<file path="config.mk">
export PLATFORM = sky130hd
export DESIGN_NAME = spi_master_ctrl
export DESIGN_NICKNAME = d
export VERILOG_FILES = /design/src/rtl/spi_master_ctrl.sv
export SDC_FILE = /design/constraint.sdc
export NUM_CORES = 1
export LEC_CHECK = 0
export BUFFER_PORTS_ARGS = -buffer_cell sky130_fd_sc_hd__clkbuf_2
export CORE_ASPECT_RATIO = 0.5
export CORE_MARGIN = 3
export CORE_UTILIZATION = 55
export CTS_CLUSTER_DIAMETER = 150
export CTS_CLUSTER_SIZE = 30
export DETAILED_ROUTE_END_ITERATION = 6
export GPL_TIMING_DRIVEN = 0
export PLACE_DENSITY = 0.76
export SLEW_MARGIN = 20
export SYNTH_ARGS = -nofsm -noshare
export SYNTH_HDL_FRONTEND = slang
export SYNTH_SLANG_ARGS = --single-unit
export TNS_END_PERCENT = 30
</file>
<file path="constraint.sdc">
create_clock -name CLK -period 1.9 [get_ports CLK]
set_input_delay 0.19 -clock CLK [delete_from_list [all_inputs] [get_ports CLK]]
set_output_delay 0.19 -clock CLK [all_outputs]
set_load 0.02 [all_outputs]
</file>
<file path="src/rtl/spi_master_ctrl.sv">
// SPI mode-0 initiator (CPOL=0, CPHA=0, MSB first): one word per valid/ready handshake,
// full-duplex shift, received word returned with a single-cycle RX_VALID pulse.
module spi_master_ctrl #(
  parameter int unsigned DATA_WIDTH = 8,
  parameter int unsigned CLK_DIV    = 4
) (
  input  logic                  CLK,
  input  logic                  RST,
  input  logic [DATA_WIDTH-1:0] TX_DATA,
  input  logic                  TX_VALID,
  output logic                  TX_READY,
  output logic [DATA_WIDTH-1:0] RX_DATA,
  output logic                  RX_VALID,
  output logic                  SCLK,
  output logic                  MOSI,
  input  logic                  MISO,
  output logic                  CS_N
);

  localparam int unsigned BIT_W = $clog2(DATA_WIDTH) + 1;
  localparam int unsigned DIV_W = $clog2(CLK_DIV);

  localparam logic [DIV_W-1:0] DIV_LAST = DIV_W'(CLK_DIV - 1);
  localparam logic [BIT_W-1:0] BIT_LAST = BIT_W'(DATA_WIDTH - 1);
  localparam logic [BIT_W-1:0] BIT_END  = BIT_W'(DATA_WIDTH);

  typedef enum logic [1:0] {
    IDLE  = 2'd0,
    SETUP = 2'd1,
    SHIFT = 2'd2,
    DONE  = 2'd3
  } state_t;

  state_t                  state_q, state_d;
  logic [DIV_W-1:0]        div_q, div_d;
  logic [BIT_W-1:0]        bit_q, bit_d;
  // MSB goes straight to MOSI on accept, so only the remaining bits are kept
  logic [DATA_WIDTH-2:0]   tx_rest_q, tx_rest_d;
  logic [DATA_WIDTH-1:0]   rx_shift_q, rx_shift_d;
  logic [DATA_WIDTH-1:0]   rx_data_q, rx_data_d;
  logic                    rx_valid_q, rx_valid_d;
  logic                    tx_ready_q, tx_ready_d;
  logic                    sclk_q, sclk_d;
  logic                    mosi_q, mosi_d;
  logic                    cs_n_q, cs_n_d;
  logic                    miso_q;
  logic                    div_end;

  // State and datapath registers; RST also aborts any transfer in flight
  always_ff @(posedge CLK) begin
    if (RST) begin
      state_q    <= IDLE;
      div_q      <= '0;
      bit_q      <= '0;
      tx_rest_q  <= '0;
      rx_shift_q <= '0;
      rx_data_q  <= '0;
      rx_valid_q <= 1'b0;
      tx_ready_q <= 1'b1;
      sclk_q     <= 1'b0;
      mosi_q     <= 1'b0;
      cs_n_q     <= 1'b1;
      miso_q     <= 1'b0;
    end else begin
      state_q    <= state_d;
      div_q      <= div_d;
      bit_q      <= bit_d;
      tx_rest_q  <= tx_rest_d;
      rx_shift_q <= rx_shift_d;
      rx_data_q  <= rx_data_d;
      rx_valid_q <= rx_valid_d;
      tx_ready_q <= tx_ready_d;
      sclk_q     <= sclk_d;
      mosi_q     <= mosi_d;
      cs_n_q     <= cs_n_d;
      miso_q     <= MISO;
    end
  end

  assign div_end = (div_q == DIV_LAST);

  // Next-state and next-output logic
  always_comb begin
    state_d    = state_q;
    div_d      = div_q;
    bit_d      = bit_q;
    tx_rest_d  = tx_rest_q;
    rx_shift_d = rx_shift_q;
    rx_data_d  = rx_data_q;
    rx_valid_d = 1'b0;
    tx_ready_d = tx_ready_q;
    sclk_d     = sclk_q;
    mosi_d     = mosi_q;
    cs_n_d     = cs_n_q;

    unique case (state_q)
      IDLE: begin
        tx_ready_d = 1'b1;
        cs_n_d     = 1'b1;
        sclk_d     = 1'b0;
        if (TX_VALID) begin
          state_d    = SETUP;
          tx_ready_d = 1'b0;
          cs_n_d     = 1'b0;
          mosi_d     = TX_DATA[DATA_WIDTH-1];
          tx_rest_d  = TX_DATA[DATA_WIDTH-2:0];
          rx_shift_d = '0;
          div_d      = '0;
          bit_d      = '0;
        end
      end

      SETUP: begin
        if (div_end) begin
          div_d      = '0;
          sclk_d     = 1'b1;
          rx_shift_d = {rx_shift_q[DATA_WIDTH-2:0], miso_q};
          state_d    = SHIFT;
        end else begin
          div_d = div_q + 1'b1;
        end
      end

      SHIFT: begin
        if (!div_end) begin
          div_d = div_q + 1'b1;
        end else begin
          div_d = '0;
          if (sclk_q) begin
            // Falling edge: present the next bit unless the last one is already out
            sclk_d = 1'b0;
            bit_d  = bit_q + 1'b1;
            if (bit_q != BIT_LAST) begin
              mosi_d    = tx_rest_q[DATA_WIDTH-2];
              tx_rest_d = tx_rest_q << 1;
            end
          end else if (bit_q == BIT_END) begin
            // Final low half-period has elapsed
            state_d    = DONE;
            cs_n_d     = 1'b1;
            mosi_d     = 1'b0;
            rx_data_d  = rx_shift_q;
            rx_valid_d = 1'b1;
          end else begin
            sclk_d     = 1'b1;
            rx_shift_d = {rx_shift_q[DATA_WIDTH-2:0], miso_q};
          end
        end
      end

      DONE: begin
        state_d    = IDLE;
        tx_ready_d = 1'b1;
      end

      default: begin
        state_d = IDLE;
      end
    endcase
  end

  assign TX_READY = tx_ready_q;
  assign RX_DATA  = rx_data_q;
  assign RX_VALID = rx_valid_q;
  assign SCLK     = sclk_q;
  assign MOSI     = mosi_q;
  assign CS_N     = cs_n_q;

endmodule

</file>
==> run_results.csv, run 1 <==
group,metric,value,unit
run_status,status,"finished, final reports clean",
yosys,synth.ff_latch_count,37,
sta,finalWorstSetupSlack,0.0967,ns
global_route,gr-usage-all-layers,0.201,
global_route,first_pass_grt_wire_length,6030,um
routing,route.final.wire_length,3720,um
finish,fillCellCount,212,
power,leakage,0.784,nW
sta,worstMarginPinSlew,0.540,ns
floorplan,chipWidth,85.6,um
floorplan,ioPinCount,25,
routing,remaining_drc_errors,0,
sta,max-slew-margin-rel,0.637,
clocking,tritoncts,"built",
routing,first_pass_detailed_route_iteration_total,4,
finish,post_route_cells_drive_above_1_share,0.198,
power,irDropWorstVdd,0.981,mV
yosys,post_synth_instance_area,1740,um^2
clocking,insertion_delay,0.29,ns
floorplan,die_y,45.8,um
clocking,cts_buffers,5,
worst_setup_path,setup.worst_path.class,"reg2reg",
placed_design,routabilityCongestion,0.881,
finish,regArea,742,um^2
global_route,grt_start_max_net_pins,13,
worst_setup_path,setup.worst_path.start_class,"register",
worst_setup_path,worstPathMaxFanout,10,
yosys,postSynthCellCount,194,
routing,final_antenna_net_count,0,
finish,layout.cells.most_common,"sky130_fd_sc_hd__dfxtp_1",
sta,min_period_over_period,0.949,
finish,layout.cells.most_common_list,"sky130_fd_sc_hd__dfxtp_1, sky130_fd_sc_hd__clkbuf_2, sky130_fd_sc_hd__nor2_1",
sta,fin_skew,0.00616,ns
yosys,syn_area_per_cell,8.98,um^2
yosys,synth_sequential_area_ratio,0.425,
routing,detail_route.vias_per_cell,5.69,
finish,final_core_util,0.731,
worst_setup_path,critical_path.endpoint_type,"register",
clocking,clock-sinks,37,
floorplan,initial_utilization,0.623,
routing,drtIter0Drc,81,
floorplan,core_area,2800,um^2
yosys,syn_nets,213,
worst_setup_path,worst_ep_required_time,2.10,ns
floorplan,rows,13,
sta,maxClockFrequency,555,MHz
global_route,antenna_violations_before_repair,0,
global_route,global_route.overflow_total,0,
sta,period_minus_slack,1.80,ns
sta,report.final.hold_viol_count,0,
floorplan,die-area,3920,um^2
clocking,cts.reportedPaths.clkPinSlew,0.07,ns
clocking,bufs_on_longest_clock_path,2,
placed_design,placedCellCount,254,
job,drv.max_cap_violation_count,0,
clocking,cts-htree-levels,2,
yosys,synth_top_flop_cell,"sky130_fd_sc_hd__dfxtp_1",
yosys,async_set_or_reset_register_ratio_after_synthesis,0,
sta,timing.final.max_slew_violations,0,
placed_design,buffer_ports.inserted,23,
finish,synthToLayoutAreaGrowth,17.4,%
global_route,vias_in_the_first_global_route,1303,
finish,fin_cells,264,
hold_path,worstHoldPathType,"in2reg",
placed_design,dpl.hpwl,2650,um
finish,multi_input_area,925,um^2
clocking,clk_root_buffer_cell,"sky130_fd_sc_hd__clkbuf_8",
power,finalPower,2.68,mW
worst_setup_path,critPathArrivalTime,2.01,ns
placed_design,pre_cts_ws,0.0199,ns
worst_setup_path,r2r.worst_path.cells,8,
routing,dr_total_vias,1503,
finish,design.final.nets,245,
yosys,synth_cell_type_count,43,
sta,finalSetupViolCount,0,
yosys,synth_warnings,0,
finish,antenna_cells_inserted,0,
power,powerDensity,1310,nW/um^2
hold_path,hold_path_depth,2,
yosys,count_of_flip_flops_with_a_built_in_enable_after_synthesis,0,
routing,drt-wirelength-per-cell,14.1,um
==> cells in the mapped netlist (2+ instances only) <==
library cell	count	area share
sky130_fd_sc_hd__a211oi_1	6	0.026
sky130_fd_sc_hd__a21oi_1	15	0.043
sky130_fd_sc_hd__a31oi_1	2	0.0072
sky130_fd_sc_hd__and3_1	3	0.011
sky130_fd_sc_hd__clkbuf_1	6	0.013
sky130_fd_sc_hd__dfxtp_1	37	0.42
sky130_fd_sc_hd__ha_1	7	0.050
sky130_fd_sc_hd__inv_1	9	0.019
sky130_fd_sc_hd__mux2i_1	15	0.086
sky130_fd_sc_hd__nand2_1	7	0.015
sky130_fd_sc_hd__nand3_1	5	0.014
sky130_fd_sc_hd__nand3b_1	3	0.013
sky130_fd_sc_hd__nand4_1	8	0.029
sky130_fd_sc_hd__nor2_1	19	0.041
sky130_fd_sc_hd__nor2b_1	4	0.014
sky130_fd_sc_hd__nor3_1	6	0.017
sky130_fd_sc_hd__o21a_1	2	0.0086
sky130_fd_sc_hd__o21ai_0	15	0.043
==> layout make-up <==
class,count,area share
multi-input cells,138,0.452
inverters,9,0.0165
repair buffers,25,0.0624
clock inverters,2,0.0183
flip-flops and latches,37,0.363
well taps,37,0.0226
plain buffers,10,0.0251
clock buffers,6,0.0404
==> critical path: stages, from the launching register on <==
cell and delay [ns]:
sky130_fd_sc_hd__dfxtp_2 0.34, sky130_fd_sc_hd__inv_1 0.09, sky130_fd_sc_hd__ha_2 0.22, sky130_fd_sc_hd__buf_4 0.18, sky130_fd_sc_hd__mux2i_1 0.11, sky130_fd_sc_hd__nor3_2 0.36, sky130_fd_sc_hd__buf_6 0.17, sky130_fd_sc_hd__nor2_1 0.04
sky130_fd_sc_hd__a211oi_1 0.21
==> registers in the layout, summed over array words and instances (netlist names) <==
| signal | cells |
|---|---|
| CS_N | 1 |
| RX_VALID | 1 |
| miso_q | 1 |
| div_q | 2 |
| TX_READY | 1 |
| RX_DATA | 8 |
| tx_rest_q | 7 |
| rx_shift_q | 8 |
| bit_q | 4 |
| SCLK | 1 |
| state_q | 2 |
| MOSI | 1 |
==> cells by family after synthesis <==
logic type,after synthesis,synth area share
XOR/XNOR,2,0.0101
flip-flops,37,0.425
adder cells (fa/ha/maj),7,0.0502
AO/OA/AOI/OAI,49,0.172
AND/OR/NAND/NOR,64,0.200
buffers and inverters,19,0.0488
multiplexers,16,0.0948
==> metal layers <==
layer	track usage	up-vias	part of all wire
met5	0	-	0
met3	0.0686	7	0.083
met1	0.267	676	0.47
li1	-	765	-
met4	0.0757	0	0.010
met2	0.306	55	0.43
==> report_power, final <==
| part | switching, mW | total [mW] | internal, mW |
|---|---|---|---|
| clock network | 0.280 | 0.707 | 0.427 |
| registers | 0.0714 | 0.964 | 0.892 |
| logic | 0.615 | 1.01 | 0.394 |
==> final timing paths <==
kind	startpoint	to	slack, ns
worst min-delay path	MISO	miso_q$_SDFF_PP0_	0.12
worst max register to register	state_q[0]$_SDFFE_PP0P_	tx_rest_q[4]$_SDFFE_PP0P_	0.1
worst min register to register	rx_shift_q[7]$_SDFFE_PP0P_	rx_shift_q[7]$_SDFFE_PP0P_	0.48
worst max-delay path	state_q[0]$_SDFFE_PP0P_	tx_rest_q[4]$_SDFFE_PP0P_	0.1
==> metrics by stage <==
stage | hold slack [ns] | setup TNS (ns) | cell area (um^2)
final | 0.117 | 0 | 2050
after global routing | 0.128 | -0.0632 | 2050
after CTS | 0.116 | 0 | 2020
after detailed placement | 0.422 | 0 | 1900
after global placement | 0.399 | 0 | 1900
after floorplan | 0.318 | 0 | 1740
==> repair_timing <==
| item | 4_1_cts | 5_1_grt |
|---|---|---|
| endpoints found under the setup margin | 0 | 18 |
| resized for setup | 0 | 4 |
| setup buffers | 0 | 1 |
| hold buffers | 0 | 0 |
Note: power is estimated with default switching activity, not from simulation.
==> inputs of run 2 (changes only) <==
- SETUP_SLACK_MARGIN: unset -> 0.4
==> run 2 against run 1 <==
Compared with the run above:
- register-to-register slack better by 0.21 ns
- wire length is 31% higher
- combinational power is 45% higher
- critical path depth fell by 1
- via count up 11%
- die area stayed put
- sequential cell count is the same
- hold slack lost 0.020 ns
- global-route usage up 4.7 points
- critical endpoint is now rx_shift_q[4]$_SDFFE_PP0P_
==> run_results.csv, run 2 (synthesis gave the netlist of run 1 again) <==
group,metric,value,unit
global_route,vias_in_the_first_global_route,1521,
worst_setup_path,critPathArrivalTime,1.83,ns
hold_path,worstHoldPathType,"in2reg",
power,powerDensity,1410,nW/um^2
floorplan,ioPinCount,25,
worst_setup_path,setup.worst_path.start_class,"register",
power,share_seq_of_total_power,0.301,
sta,max-slew-margin-rel,0.584,
finish,post_route_cells_drive_above_1_share,0.349,
placed_design,pre_cts_ws,0.150,ns
floorplan,die-area,3920,um^2
placed_design,dpl.hpwl,2770,um
sta,finalWorstSetupSlack,0.302,ns
placed_design,buffer_ports.inserted,23,
clocking,cts.reportedPaths.clkPinSlew,0.08,ns
clocking,clk_root_buffer_cell,"sky130_fd_sc_hd__clkbuf_8",
floorplan,core_area,2800,um^2
worst_setup_path,critical_path.endpoint_type,"register",
clocking,tritoncts,"built",
power,power_report.internal_total,2.09,mW
sta,setup_repair_after_global_routing_missed_its_margin,"yes",
routing,drtIter0Drc,94,
sta,worstMarginPinSlew,0.624,ns
run_status,status,"finished, final reports clean",
routing,final_antenna_net_count,0,
sta,final.setup.tns,0,ns
finish,antenna_cells_inserted,0,
clocking,hold_fix_buffer_count_after_cts,0,
global_route,first_pass_grt_wire_length,7360,um
finish,layout.cells.most_common_list,"sky130_fd_sc_hd__dfxtp_1, sky130_fd_sc_hd__clkbuf_2, sky130_fd_sc_hd__nor2_1",
power,sw_frac_of_total,0.368,
clocking,cts_buffers,5,
power,netSwitchingPower,1.22,mW
finish,design.final.nets,256,
sta,finalSetupViolCount,0,
clocking,insertion_delay,0.31,ns
power,combinationalPowerShare,0.442,
floorplan,chipWidth,85.6,um
power,power.share.clock,0.257,
finish,synthToLayoutAreaGrowth,34.6,%
sta,min_period_over_period,0.841,
clocking,cts-htree-levels,2,
floorplan,initial_utilization,0.623,
clocking,clock-sinks,37,
global_route,gr-usage-all-layers,0.248,
global_route,antenna_violations_before_repair,0,
placed_design,placedCellCount,254,
floorplan,rows,13,
worst_setup_path,worst_ep_required_time,2.13,ns
placed_design,routabilityCongestion,0.844,
global_route,global_route.overflow_total,0,
sta,maxClockFrequency,626,MHz
sta,fin_skew,0.00665,ns
finish,fin_cells,275,
worst_setup_path,worstPathMaxFanout,8,
routing,remaining_drc_errors,0,
clocking,bufs_on_longest_clock_path,2,
power,irDropWorstVdd,1.21,mV
sta,period_minus_slack,1.60,ns
floorplan,die_y,45.8,um
power,leakage,0.888,nW
routing,detail_route.vias_per_cell,6.09,
routing,route.final.wire_length,4890,um
routing,first_pass_detailed_route_iteration_total,4,
finish,layout.cells.most_common,"sky130_fd_sc_hd__dfxtp_1",
routing,dr_total_vias,1675,
worst_setup_path,setup.worst_path.class,"reg2reg",
routing,drt-wirelength-per-cell,17.8,um
sta,timing.final.max_slew_violations,0,
global_route,grt_start_max_net_pins,14,
sta,report.final.hold_viol_count,0,
job,drv.max_cap_violation_count,0,
==> run 2: changes by cell type in the layout (fill, tap and decap cells not counted), sizes merged <==
cell / change
buf: +10
bufinv: +1
clkinvlp: -1
inv: +1
==> run 2: final cells by class <==
class / count / area [um^2]
Multi-Input combinational cell: 138 / 1060
Sequential cell: 37 / 751
Fill cell: 164 / 452
Timing Repair Buffer: 36 / 246
Clock buffer: 5 / 68.8
Clock inverter: 3 / 68.8
Buffer: 10 / 68.8
Tap cell: 37 / 46.3
Inverter: 9 / 38.8
==> run 2: path summary, 6_finish.rpt <==
path                                         startpoint                          to  slack [ns]  cells after the start
worst min-delay path                               MISO           miso_q$_SDFF_PP0_         0.1                      2
worst max register to register  state_q[0]$_SDFFE_PP0P_  rx_shift_q[4]$_SDFFE_PP0P_        0.30                      7
worst max-delay path            state_q[0]$_SDFFE_PP0P_  rx_shift_q[4]$_SDFFE_PP0P_        0.30                      7
worst min register to register        MOSI$_SDFFE_PP0P_           MOSI$_SDFFE_PP0P_        0.46                      2
==> run 2: timing repair <==
action | in CTS | in global routing
endpoints found under the setup margin | 32 | 33
cloned | 1 | 1
pin swaps | 9 | 10
buffers inserted | 9 | 2
resized for setup | 27 | 23
==> run 2: critical path, cell delays in order, from the launching register on <==
cell,delay (ns)
sky130_fd_sc_hd__dfxtp_4,0.37
sky130_fd_sc_hd__buf_4,0.14
sky130_fd_sc_hd__ha_2,0.21
sky130_fd_sc_hd__o21bai_4,0.18
sky130_fd_sc_hd__and3_1,0.18
sky130_fd_sc_hd__clkbuf_4,0.18
sky130_fd_sc_hd__nand4_1,0.11
sky130_fd_sc_hd__a21oi_1,0.16
==> run 2: layer usage <==
| metal | up-vias | wire length (um) | global-route usage |
|---|---|---|---|
| met3 | 14 | 424 | 0.0596 |
| met2 | 89 | 2210 | 0.415 |
| met4 | 0 | 106 | 0.0978 |
| met1 | 785 | 2140 | 0.316 |
| met5 | - | 0 | 0 |
| li1 | 787 | - | - |
==> run 2: stage by stage <==
| step | hold WS [ns] | util | cell area (um^2) | total power [mW] |
|---|---|---|---|---|
| 2_1_floorplan | 0.318 | - | 1750 | 1.72 |
| 6_report | 0.0974 | 0.839 | 2350 | 3.30 |
| 4_1_cts | 0.101 | 0.794 | 2220 | 3.00 |
| 3_3_place_gp | 0.402 | 0.684 | 1910 | 1.92 |
| 5_1_grt | 0.123 | 0.839 | 2350 | 3.44 |
| 3_5_place_dp | 0.408 | 0.684 | 1910 | 1.95 |
==> run 2: power groups by stage <==
stage / logic, mW / registers (mW) / clock network, mW
after floorplan: 0.727 / 0.992 / 0
after global placement: 0.948 / 0.973 / 0
after detailed placement: 0.967 / 0.980 / 0
after CTS: 1.20 / 0.969 / 0.835
after global routing: 1.56 / 1.00 / 0.878
final: 1.46 / 0.993 / 0.848
